--- src/rtl/serial_frame_feeder.sv ---
// Parallel-to-serial frame feeder: clears a downstream checker, shifts L bits
// MSB-first into it, then samples the checker's result.
`timescale 1ns/1ps
module serial_frame_feeder #(
    parameter int WIDTH = 8,
    parameter int LW    = $clog2(WIDTH + 1)
) (
    input  logic             clk,
    input  logic             resetn,
    input  logic             in_valid,
    input  logic [WIDTH-1:0] in_data,
    input  logic [LW-1:0]    in_len,
    output logic             in_ready,
    output logic             clr_n,
    output logic             ser_bit,
    output logic             ser_valid,
    output logic             ser_last,
    input  logic             res_in,
    output logic             res_out,
    output logic             res_valid
);
    typedef enum logic [1:0] {IDLE, CLEAR, SHIFT, SAMPLE} state_t;

    localparam logic [LW-1:0] LEN_MAX = LW'(WIDTH);
    localparam logic [LW-1:0] ONE     = LW'(1);

    state_t           state;
    logic [WIDTH-1:0] data_q;
    logic [LW-1:0]    len_q;
    logic [LW-1:0]    cnt_q;
    logic             clr_q;

    function automatic logic [LW-1:0] clamp_len(input logic [LW-1:0] l);
        return (l > LEN_MAX) ? LEN_MAX : l;
    endfunction

    function automatic logic pick(input logic [WIDTH-1:0] d, input logic [LW-1:0] i);
        logic [WIDTH-1:0] s;
        s = d >> i;
        return s[0];
    endfunction

    // Gated with resetn so the checker sees a clear for the whole reset interval.
    assign clr_n = resetn & clr_q;

    // Payload word is only consumed while the frame runs, so it needs no reset.
    always_ff @(posedge clk) begin
        if (state == IDLE && in_valid)
            data_q <= in_data;
    end

    always_ff @(posedge clk or negedge resetn) begin
        if (!resetn) begin
            state     <= IDLE;
            in_ready  <= 1'b1;
            clr_q     <= 1'b1;
            ser_bit   <= 1'b0;
            ser_valid <= 1'b0;
            ser_last  <= 1'b0;
            res_out   <= 1'b0;
            res_valid <= 1'b0;
            len_q     <= '0;
            cnt_q     <= '0;
        end else begin
            res_valid <= 1'b0;
            case (state)
                IDLE: begin
                    if (in_valid) begin
                        state    <= CLEAR;
                        len_q    <= clamp_len(in_len);
                        in_ready <= 1'b0;
                        clr_q    <= 1'b0;
                    end
                end
                CLEAR: begin
                    clr_q <= 1'b1;
                    if (len_q != '0) begin
                        // cnt_q holds the bit index currently on ser_bit.
                        state     <= SHIFT;
                        cnt_q     <= len_q - ONE;
                        ser_bit   <= pick(data_q, len_q - ONE);
                        ser_valid <= 1'b1;
                        ser_last  <= (len_q == ONE);
                    end else begin
                        state <= SAMPLE;
                    end
                end
                SHIFT: begin
                    if (cnt_q == '0) begin
                        state     <= SAMPLE;
                        ser_bit   <= 1'b0;
                        ser_valid <= 1'b0;
                        ser_last  <= 1'b0;
                    end else begin
                        cnt_q    <= cnt_q - ONE;
                        ser_bit  <= pick(data_q, cnt_q - ONE);
                        ser_last <= (cnt_q == ONE);
                    end
                end
                SAMPLE: begin
                    res_out   <= res_in;
                    res_valid <= 1'b1;
                    in_ready  <= 1'b1;
                    state     <= IDLE;
                end
                default: begin
                    state    <= IDLE;
                    in_ready <= 1'b1;
                    clr_q    <= 1'b1;
                end
            endcase
        end
    end
endmodule

--- config.mk ---
export PLATFORM = sky130hd
export DESIGN_NAME = serial_frame_feeder
export DESIGN_NICKNAME = d
export VERILOG_FILES = /design/src/rtl/serial_frame_feeder.sv
export SDC_FILE = /design/constraint.sdc
export NUM_CORES = 1
export LEC_CHECK = 0
export CORE_UTILIZATION = 45
export CTS_BUF_LIST = sky130_fd_sc_hd__clkbuf_2
export CTS_CLUSTER_DIAMETER = 40
export DETAILED_ROUTE_END_ITERATION = 10
export PLACE_DENSITY = 0.69
export SETUP_SLACK_MARGIN = 0.15
export SYNTH_ARGS = -nofsm -noshare
export SYNTH_HDL_FRONTEND = slang
export SYNTH_SLANG_ARGS = --single-unit
--- constraint.sdc ---
create_clock -name clk -period 4.3 [get_ports clk]
set_input_delay 1.075 -clock clk [delete_from_list [all_inputs] [get_ports clk]]
set_output_delay 1.075 -clock clk [all_outputs]
set_load 0.02 [all_outputs]
======== After elaboration in Yosys (flattened, before gate mapping) ========
Cells that the tools add are included.
word-level totals
  input port bits ......................... 16
  output and inout port bits .............. 7
  flip-flop bits (word level) ............. 25
cells by class
  equality and inequality tests ........... 9
  reduce and logical (&&, ||, !) cells .... 14
  magnitude comparators ................... 1
  add/subtract/negate cells ............... 2
  multiplexer cells ....................... 21
  bitwise gates (word level) .............. 1
  shift-type cells ........................ 2
operator list
  cell                   count
  $shr A8 B4 Y1          2
  $mux W4                3
  $pmux W1 S2            5
  $reduce_and A2 Y1      5
  $mux W1                9
  $eq A4 B1 Y1 const B   2
  $ne A2 B2 Y1 const B   4
  $pmux W2 S4            1
  $pmux W4 S2            1
  $sub A4 B1 Y4 const B  2
  $reduce_and A3 Y1      2
  $reduce_bool A2 Y1     3
  $eq A2 B2 Y1 const B   2
  $gt A4 B4 Y1 const B   1
  $logic_not A4 Y1       1
  $mux W2                2
  $reduce_bool A4 Y1     1
  $eq A2 B1 Y1 const B   1
  $logic_not A2 Y1       1
  $and A1 B1 Y1          1
  $logic_and A1 B1 Y1    1

======== Longest topological paths before layout ========
Gate-level depths: netlist of the first run.
  depth after elaboration ................. 4
  gate-level depth with buffers ........... 7
  depth with buffers taken out ............ 6

======== Worst setup path before layout of the first run ========
Ideal clock, no wire load.
  kind .................................... input port to output port
  start point ............................. input resetn
  end point ............................... output clr_n
  cell stages on the path ................. 1
  slack ................................... 1.934 ns
  arrival time ............................ 1.291 ns
  cell sequence ........................... and2_1
between the ends
  word-level cells in the longest chain between the ends .. 1
RTL lines
  element          RTL line  source
  start, declared  9         input logic resetn,
  $and A1 B1 Y1    44        assign clr_n = resetn & clr_q;
  end, declared    14        output logic clr_n,
No other way between the ends.

======== Worst setup path after layout of the first run ========
Same ends and word-level chain as after synthesis.

==> results.toml, run 1 <==
[placement]
port_buffers = 22
place.gp.congestion = 0.774
dp.cells = 165
hpwlAfterDp_um = 1980

[power]
switching_power_w = 0.000487
intPower_w = 0.000691
clockPowerShare_pct = 8.0
power-per-cell-area_mw_per_mm2 = 719
power_frac_comb_pct = 56.4
swShare_pct = 41.3
ir_drop_mv = 0.354
total_power_w = 0.00118
sequentialPowerShare_pct = 35.6
leakage_nw = 0.669

[routing]
drtIter0Drc = 19
drtAntennaViolNets = 0
detail_route.first_pass.iterations = 7
vias = 956
vias_per_cell = 5.66
wl_per_cell_um = 14.6
drc = 2
drt-total-wl_um = 2480

[critical_path]
cp.required_ns = 3.22
end_kind = "primary output"
r2r_start = "cnt_q[0]$_DFFE_PN0P_"
rr_endpoint = "ser_bit$_DFFE_PN0P_"
worstPathArrival_ns = 2.33
worstSetupStartpointType = "input port"
ff2ff_setup_slack_ns = 2.14
path_max_fanout = 2
critPathKind = "in2out"
ff2ff_path_depth = 6

[cts]
cts_root_buf = "clkbuf_2"
postCtsResizedCells = 0
cts.sinks = 25
clkTransAtPathRegs_ns = 0.24
clock_path_buffers = 2
cts_tree = "done"
numCtsBuffers = 3
htreeDepth = 1
postCtsHoldBufs = 0
cts_setup_buffers = 0
clk_latency_ns = 0.33

[die]
num_rows = 19
initial_core_util_pct = 48.3
ios = 23
dieHeight_um = 57.1
die_w_um = 57.1
coreArea_sq_mm = 0.00283
die_area_sq_mm = 0.00326

[sta]
fin_tns_setup_ns = 0
maxSlewViolCount = 0
finalHoldViolations = 0
period_needed_ns = 3.40
slew_headroom_pct = 70.8
rsz0062_at_grt = "no"
skew_ns = 0.00478
max_freq_mhz = 294
fin_crit_sh_pct = 79.1
worst_slew_pin_slew_ns = 0.435
timing.hold.ws_ns = 0.492
setup_viol = 0

[layout]
area_growth_pct = 19.9
diodes = 0
final_cell_mix = "clkdlybuf4s50_1 (22), dfrtp_1 (15), ha_1 (10)"
mostFrequentLayoutCell = "clkdlybuf4s50_1"
drive_gt1_share_pct = 11.6
final-instance-count-excl-fill = 169
final_nets = 165

[yosys]
synth_top_flop_cell = "dfrtp_1"
synth_fp_nets = 139
synth-seq-cells = 25
yosysWarnings = 0
syn-cell-area_sq_mm = 0.00137
yosysUniqueCellTypes = 39
synth_top_area_share_pct = 27.4
yosysTopAreaCell = "dfrtp_1"
netlist_top_cells_area = "dfrtp_1 (27%), edfxtp_1 (18%), ha_1 (9.1%)"
synth_area_per_cell_sq_um = 12.1
yosysSeqAreaShare_pct = 48.9
syn_inst = 113
synth_edf_count = 8
async_reset_ff_share_pct = 68.0

[flow_run]
drv_cap = 0

[global_routing]
overflow = 0
antenna_found_initial = 0
grt_pass1_wl_um = 4260
grt_usage_pct = 17.0
grt_max_degree = 18
first_global_vias = 930

[worst_hold_path]
hp-class = "reg2reg"
worstHoldStart = "clr_q$_DFFE_PN1P_"
whs_endpoint = "clr_q$_DFFE_PN1P_"
whs_path_depth = 2

[outcome]
violations = "DRC"
status = "complete, but fails checks"
[critical path: stages]
cell	delay, ns
clkdlybuf4s50_1	0.51
and2_1	0.14
clkdlybuf4s50_1	0.60
[how the worst max path moves through the flow]
stage / start / to / slack (ns) / depth (start not counted)
after floorplan: resetn / clr_n / 1.93 / 1
after global placement: resetn / clr_n / 0.88 / 3
after detailed placement: resetn / clr_n / 0.89 / 3
after CTS: resetn / clr_n / 0.87 / 3
after global routing: resetn / clr_n / 0.86 / 3
final: resetn / clr_n / 0.90 / 3
[flip-flops by register name, summed over array words and instances (netlist names), 2 cells and up]
| signal | count |
|---|---|
| state | 2 |
| data_q | 8 |
| len_q | 4 |
| cnt_q | 4 |
[routing by layer]
metal | share of wire (%) | track usage [%] | vias up
li1 | - | - | 459
met1 | 47 | 22.5 | 479
met2 | 50 | 29.4 | 16
met3 | 2.2 | 2.04 | 2
met4 | 0.65 | 5.23 | 0
met5 | 0 | 0 | -
[metrics by stage]
step,setup WS [ns],cell area (sq um),utilization [%]
2_1_floorplan,1.93,1370,-
5_1_grt,0.861,1640,57.9
3_5_place_dp,0.886,1620,57.2
4_1_cts,0.872,1640,57.9
3_3_place_gp,0.876,1620,57.2
6_report,0.900,1640,57.9
[synth_stat cells, types with 2 or more instances]
| cell type | instances |
|---|---|
| a21oi_1 | 7 |
| dfrtp_1 | 15 |
| dfstp_2 | 2 |
| edfxtp_1 | 8 |
| ha_1 | 10 |
| inv_1 | 9 |
| mux2_2 | 2 |
| mux2i_1 | 4 |
| mux4_2 | 4 |
| nand2_1 | 6 |
| nand3b_1 | 2 |
| nor2_1 | 5 |
| nor2b_1 | 3 |
| o21ai_0 | 9 |
| o31ai_1 | 2 |
| xnor2_1 | 2 |
[cell families (layout without fill, tap and decap cells)]
family	Yosys count	after routing	share of synthesized area (%)
flip-flops	25	25	48.9
XOR/XNOR	3	3	1.92
buffers and inverters	11	36	3.57
AO/OA/AOI/OAI	23	23	9.97
adder cells (fa/ha/maj)	10	10	9.15
AND/OR/NAND/NOR	29	29	12.9
multiplexers	12	12	13.6
[power groups by stage]
stage	Sequential, W	Clock, W	Combinational, W
2_1_floorplan	0.000431	0	0.000493
3_3_place_gp	0.000419	0	0.000640
3_5_place_dp	0.000426	0	0.000664
4_1_cts	0.000420	0.0000983	0.000667
5_1_grt	0.000431	0.000105	0.000739
6_report	0.000419	0.0000942	0.000665
[area by class of cell]
class / count / area (sq um)
fill: 236 / 1190
multi-input combinational: 77 / 651
sequential: 25 / 668
clock buffer: 4 / 20.0
timing repair buffer: 23 / 228
tap: 31 / 38.8
inverter: 9 / 33.8
Note: power is estimated with default switching activity, not from simulation.
==> run 2: changes to the inputs <==
PLACE_DENSITY = 0.72   (was 0.69)
clock period = 2.9 ns   (was 4.3 ns; I/O delays follow)
==> results.toml, run 2 (synthesized netlist as in run 1, its figures left out) <==
[critical_path]
end_kind = "primary output"
crit_path_max_incr_delay_ns = 0.51
worstPathArrival_ns = 1.59
critPathKind = "in2out"
worstSetupStartpointType = "input port"
path_max_fanout = 2
timing.critical_path.buf_inv = 2
cp.required_ns = 2.17
worst_path_dominant_cell_family = "buffers and inverters"
cp_slowest_cell = "clkdlybuf4s50_1"
cp_cell_sequence = "clkdlybuf4s50_1 > and2_1 > dlymetal6s2s_1"

[cts]
clk_latency_ns = 0.33
cts_root_buf = "clkbuf_2"
numCtsBuffers = 3
clock_path_buffers = 2
clkTransAtPathRegs_ns = 0.22
cts_tree = "done"
postCtsResizedCells = 0
postCtsHoldBufs = 0
htreeDepth = 1
cts.sinks = 25
cts_setup_buffers = 0

[routing]
wl_per_cell_um = 13.9
vias_per_cell = 5.52
drtIter0Drc = 20
detail_route.first_pass.iterations = 7
drc = 2
vias = 933
drtAntennaViolNets = 0
drt-total-wl_um = 2350

[layout]
finalInstanceArea_sq_mm = 0.00164
regMostFlops = "data_q"
final_nets = 165
largest_registers = "data_q x8, cnt_q x4, len_q x4"
final_cell_mix = "clkdlybuf4s50_1 (21), dfrtp_1 (15), ha_1 (10)"
drive_gt1_share_pct = 11.6
area_growth_pct = 20.0
diodes = 0
largest_register_ffs = 8
mostFrequentLayoutCell = "clkdlybuf4s50_1"

[sta]
finalHoldViolations = 0
setup_viol = 0
period_needed_ns = 2.32
rsz0062_at_grt = "no"
fin_crit_sh_pct = 79.8
skew_ns = 0.00172
slew_headroom_pct = 70.0
maxSlewViolCount = 0
worst_slew_pin_slew_ns = 0.450
fin_tns_setup_ns = 0
max_freq_mhz = 432

[power]
leakage_nw = 0.681
power-per-cell-area_mw_per_mm2 = 1050
ir_drop_mv = 0.462

[global_routing]
grt_max_degree = 18
first_global_vias = 922
grt_pass1_wl_um = 4040
grt_usage_pct = 16.3
overflow = 0
antenna_found_initial = 0

[placement]
port_buffers = 22
place.gp.congestion = 0.772
hpwlAfterDp_um = 1900
post_dp_cell_area_sq_mm = 0.00162

[die]
coreArea_sq_mm = 0.00283
ios = 23
num_rows = 19
dieHeight_um = 57.1
die_w_um = 57.1
initial_core_util_pct = 48.3
die_area_sq_mm = 0.00326

[outcome]
status = "complete, but fails checks"
violations = "DRC"

[flow_run]
drv_cap = 0

[worst_hold_path]
hp-class = "reg2reg"
## run 2: final cells by class
class                           instances  area, sq um
Fill cell                             252         1190
Sequential cell                        25          668
Multi-Input combinational cell         77          651
Timing Repair Buffer                   23          230
Tap cell                               31         38.8
Inverter                                9         33.8
Clock buffer                            4         20.0
## run 2: power breakdown
| group | switching (W) | total (W) | internal, W |
|---|---|---|---|
| registers | 0.000111 | 0.000620 | 0.000508 |
| clock network | 0.0000995 | 0.000136 | 0.0000364 |
| logic | 0.000486 | 0.000963 | 0.000477 |
| total | 0.000697 | 0.00172 | 0.00102 |
## run 2: per-layer routing
layer / routed length [um] / GRT usage (%) / vias up / part of all wire [%]
li1: - / - / 460 / -
met1: 1130 / 21.4 / 454 / 48
met2: 1140 / 26.6 / 17 / 48
met3: 64 / 2.72 / 2 / 2.7
met4: 21 / 7.32 / 0 / 0.89
met5: 0 / 0 / - / 0
## run 2: worst paths after layout
check	from	end	slack, ns	depth (start not counted)
max in group asynchronous	resetn	in_ready$_DFFE_PN1P_	1.89	2
max reg2reg	cnt_q[0]$_DFFE_PN0P_	ser_bit$_DFFE_PN0P_	0.81	6
max	resetn	clr_n	0.58	3
min reg2reg	clr_q$_DFFE_PN1P_	clr_q$_DFFE_PN1P_	0.49	2
min	clr_q$_DFFE_PN1P_	clr_q$_DFFE_PN1P_	0.49	2
min in group asynchronous	resetn	cnt_q[3]$_DFFE_PN0P_	0.76	2
## run 2: worst reg2reg max path: cells and delay by family, from the launching register on
kind | cells | cell delay, ns
compound gates | 1 | 0.11
xor+xnor | 1 | 0.34
flops | 1 | 0.47
fa+ha+maj | 1 | 0.27
mux | 2 | 0.71
buf+inv | 1 | 0.11
## run 2: stage by stage
stage / total power, W / setup WS (ns) / instances / hold WS (ns) / utilization [%]
final: 0.00172 / 0.584 / 169 / 0.493 / 58.0
after global routing: 0.00185 / 0.535 / 169 / 0.537 / 58.0
after CTS: 0.00174 / 0.184 / 169 / 0.496 / 57.9
after detailed placement: 0.00160 / 0.188 / 165 / 0.469 / 57.2
after global placement: 0.00157 / 0.175 / 165 / 0.454 / 57.2
after floorplan: 0.00137 / 1.02 / 113 / 0.429 / -
==> run 3: changes to the inputs <==
clock period = 2.05 ns   (was 2.9 ns; I/O delays follow)
==> results.toml, run 3 (synthesized netlist as in run 1, its figures left out) <==
[outcome]
status = "complete, but fails checks"
violations = "DRC"

[critical_path]
end_kind = "primary output"
worst_path_dominant_cell_family = "buffers and inverters"
cp_slowest_cell = "clkdlybuf4s50_1"
cp_cell_sequence = "clkdlybuf4s50_1 > and2_1 > clkbuf_2"
path_max_fanout = 2
critPathKind = "in2out"
crit_cells = 3
ff2ff_path_depth = 6
crit_path_max_incr_delay_ns = 0.49
cp.required_ns = 1.54
ff2ff_setup_slack_ns = 0.24
worstSetupStartpointType = "input port"
worstPathArrival_ns = 1.31
timing.critical_path.buf_inv = 2

[routing]
drtIter0Drc = 27
detail_route.first_pass.iterations = 7
wl_per_cell_um = 14.0
vias = 953
drtAntennaViolNets = 0
vias_per_cell = 5.38
drt-total-wl_um = 2480
drc = 2

[global_routing]
overflow = 0
first_global_vias = 938
grt_max_degree = 18
grt_usage_pct = 16.8
grt_pass1_wl_um = 4160
antenna_found_initial = 0

[cts]
cts_root_buf = "clkbuf_2"
postCtsHoldBufs = 0
cts.sinks = 25
numCtsBuffers = 3
clkTransAtPathRegs_ns = 0.21
cts_tree = "done"
clk_latency_ns = 0.33
clock_path_buffers = 2
htreeDepth = 1

[die]
coreArea_sq_mm = 0.00283
die_area_sq_mm = 0.00326
die_w_um = 57.1
num_rows = 19
ios = 23
dieHeight_um = 57.1
initial_core_util_pct = 48.3

[sta]
fin_crit_sh_pct = 88.8
period_needed_ns = 1.82
layout_setup_ws_ns = 0.230
timing.hold.ws_ns = 0.485
fin_tns_setup_ns = 0
setup_viol = 0
skew_ns = 0.00503
worst_slew_pin_slew_ns = 0.406
finalHoldViolations = 0
rsz0062_at_grt = "yes"
maxSlewViolCount = 0
slew_headroom_pct = 72.8
max_freq_mhz = 549

[layout]
area_growth_pct = 28.3
final_cell_mix = "dfrtp_1 (15), clkdlybuf4s50_1 (15)"
largest_register_ffs = 8
drive_gt1_share_pct = 19.2
largest_registers = "data_q x8, cnt_q x4, len_q x4"
multiInputGateArea_sq_um = 699
area.sequential_sq_um = 668
regMostFlops = "data_q"
final_nets = 173
diodes = 0
fill_cells = 232

[worst_hold_path]
whs_path_depth = 2
hp-class = "reg2reg"

[placement]
hpwlAfterDp_um = 1910
place.gp.congestion = 0.775
port_buffers = 22
post-place-ws_ns = -0.229

[power]
leakage_nw = 0.772
ir_drop_mv = 0.653
power-per-cell-area_mw_per_mm2 = 1530

[flow_run]
drv_cap = 0
run 3: cell types whose count changed in the layout (fill, tap and decap cells not counted), sizes merged:
| cell | delta |
|---|---|
| dlymetal6s2s | +4 |
| dlygate4sd2 | +1 |
| clkbuf | +1 |
| clkdlybuf4s50 | -6 |
| buf | +8 |
run 3: area by class of cell:
cell class | count | share of cell area [%]
flip-flops and latches | 25 | 38.1
clock buffers | 4 | 1.14
repair buffers | 31 | 16.8
well taps | 31 | 2.21
multi-input cells | 77 | 39.9
inverters | 9 | 1.93
run 3: power breakdown:
group	internal [W]	total [W]	leakage, nW	switching (W)
Sequential	0.000719	0.000862	0.277	0.000142
Clock	0.0000516	0.000187	0.0166	0.000136
Combinational	0.000834	0.00163	0.479	0.000794
Total	0.00160	0.00268	0.772	0.00107
run 3: worst register-to-register path, stage by stage, from the launching register on:
cell and delay, ns:
dfrtp_1 0.43, inv_1 0.13, ha_4 0.19, or3b_1 0.41
a21oi_1 0.28, nor4b_2 0.24, a21oi_1 0.06
run 3: what timing repair did:
| item | CTS | global route |
|---|---|---|
| setup buffers | 0 | 2 |
| setup endpoints to repair | 3 | 11 |
| resized for setup | 4 | 11 |
| gates cloned | 0 | 0 |
run 3: path summary, 6_finish.rpt:
| kind | to | start |
|---|---|---|
| max in group asynchronous | in_ready$_DFFE_PN1P_ | resetn |
| worst min-delay path | clr_q$_DFFE_PN1P_ | clr_q$_DFFE_PN1P_ |
| min in group asynchronous | cnt_q[2]$_DFFE_PN0P_ | resetn |
| worst max-delay path | clr_n | resetn |
| worst max register to register | state[0]$_DFFE_PN0P_ | cnt_q[0]$_DFFE_PN0P_ |
| worst min register to register | clr_q$_DFFE_PN1P_ | clr_q$_DFFE_PN1P_ |
run 3: per-layer routing:
layer	vias up	GRT usage, %	routed length, um
met2	15	27.6	1260
met5	-	0	0
met4	0	7.32	16
met1	462	22.2	1140
met3	2	2.72	67
li1	474	-	-
run 3: per-stage QoR:
step / cells / power [W] / area, sq um / util, %
3_3_place_gp: 171 / 0.00230 / 1660 / 58.8
6_report: 177 / 0.00268 / 1750 / 62.0
3_5_place_dp: 171 / 0.00235 / 1660 / 58.8
4_1_cts: 175 / 0.00256 / 1690 / 59.8
5_1_grt: 177 / 0.00291 / 1750 / 62.0
2_1_floorplan: 113 / 0.00194 / 1370 / -
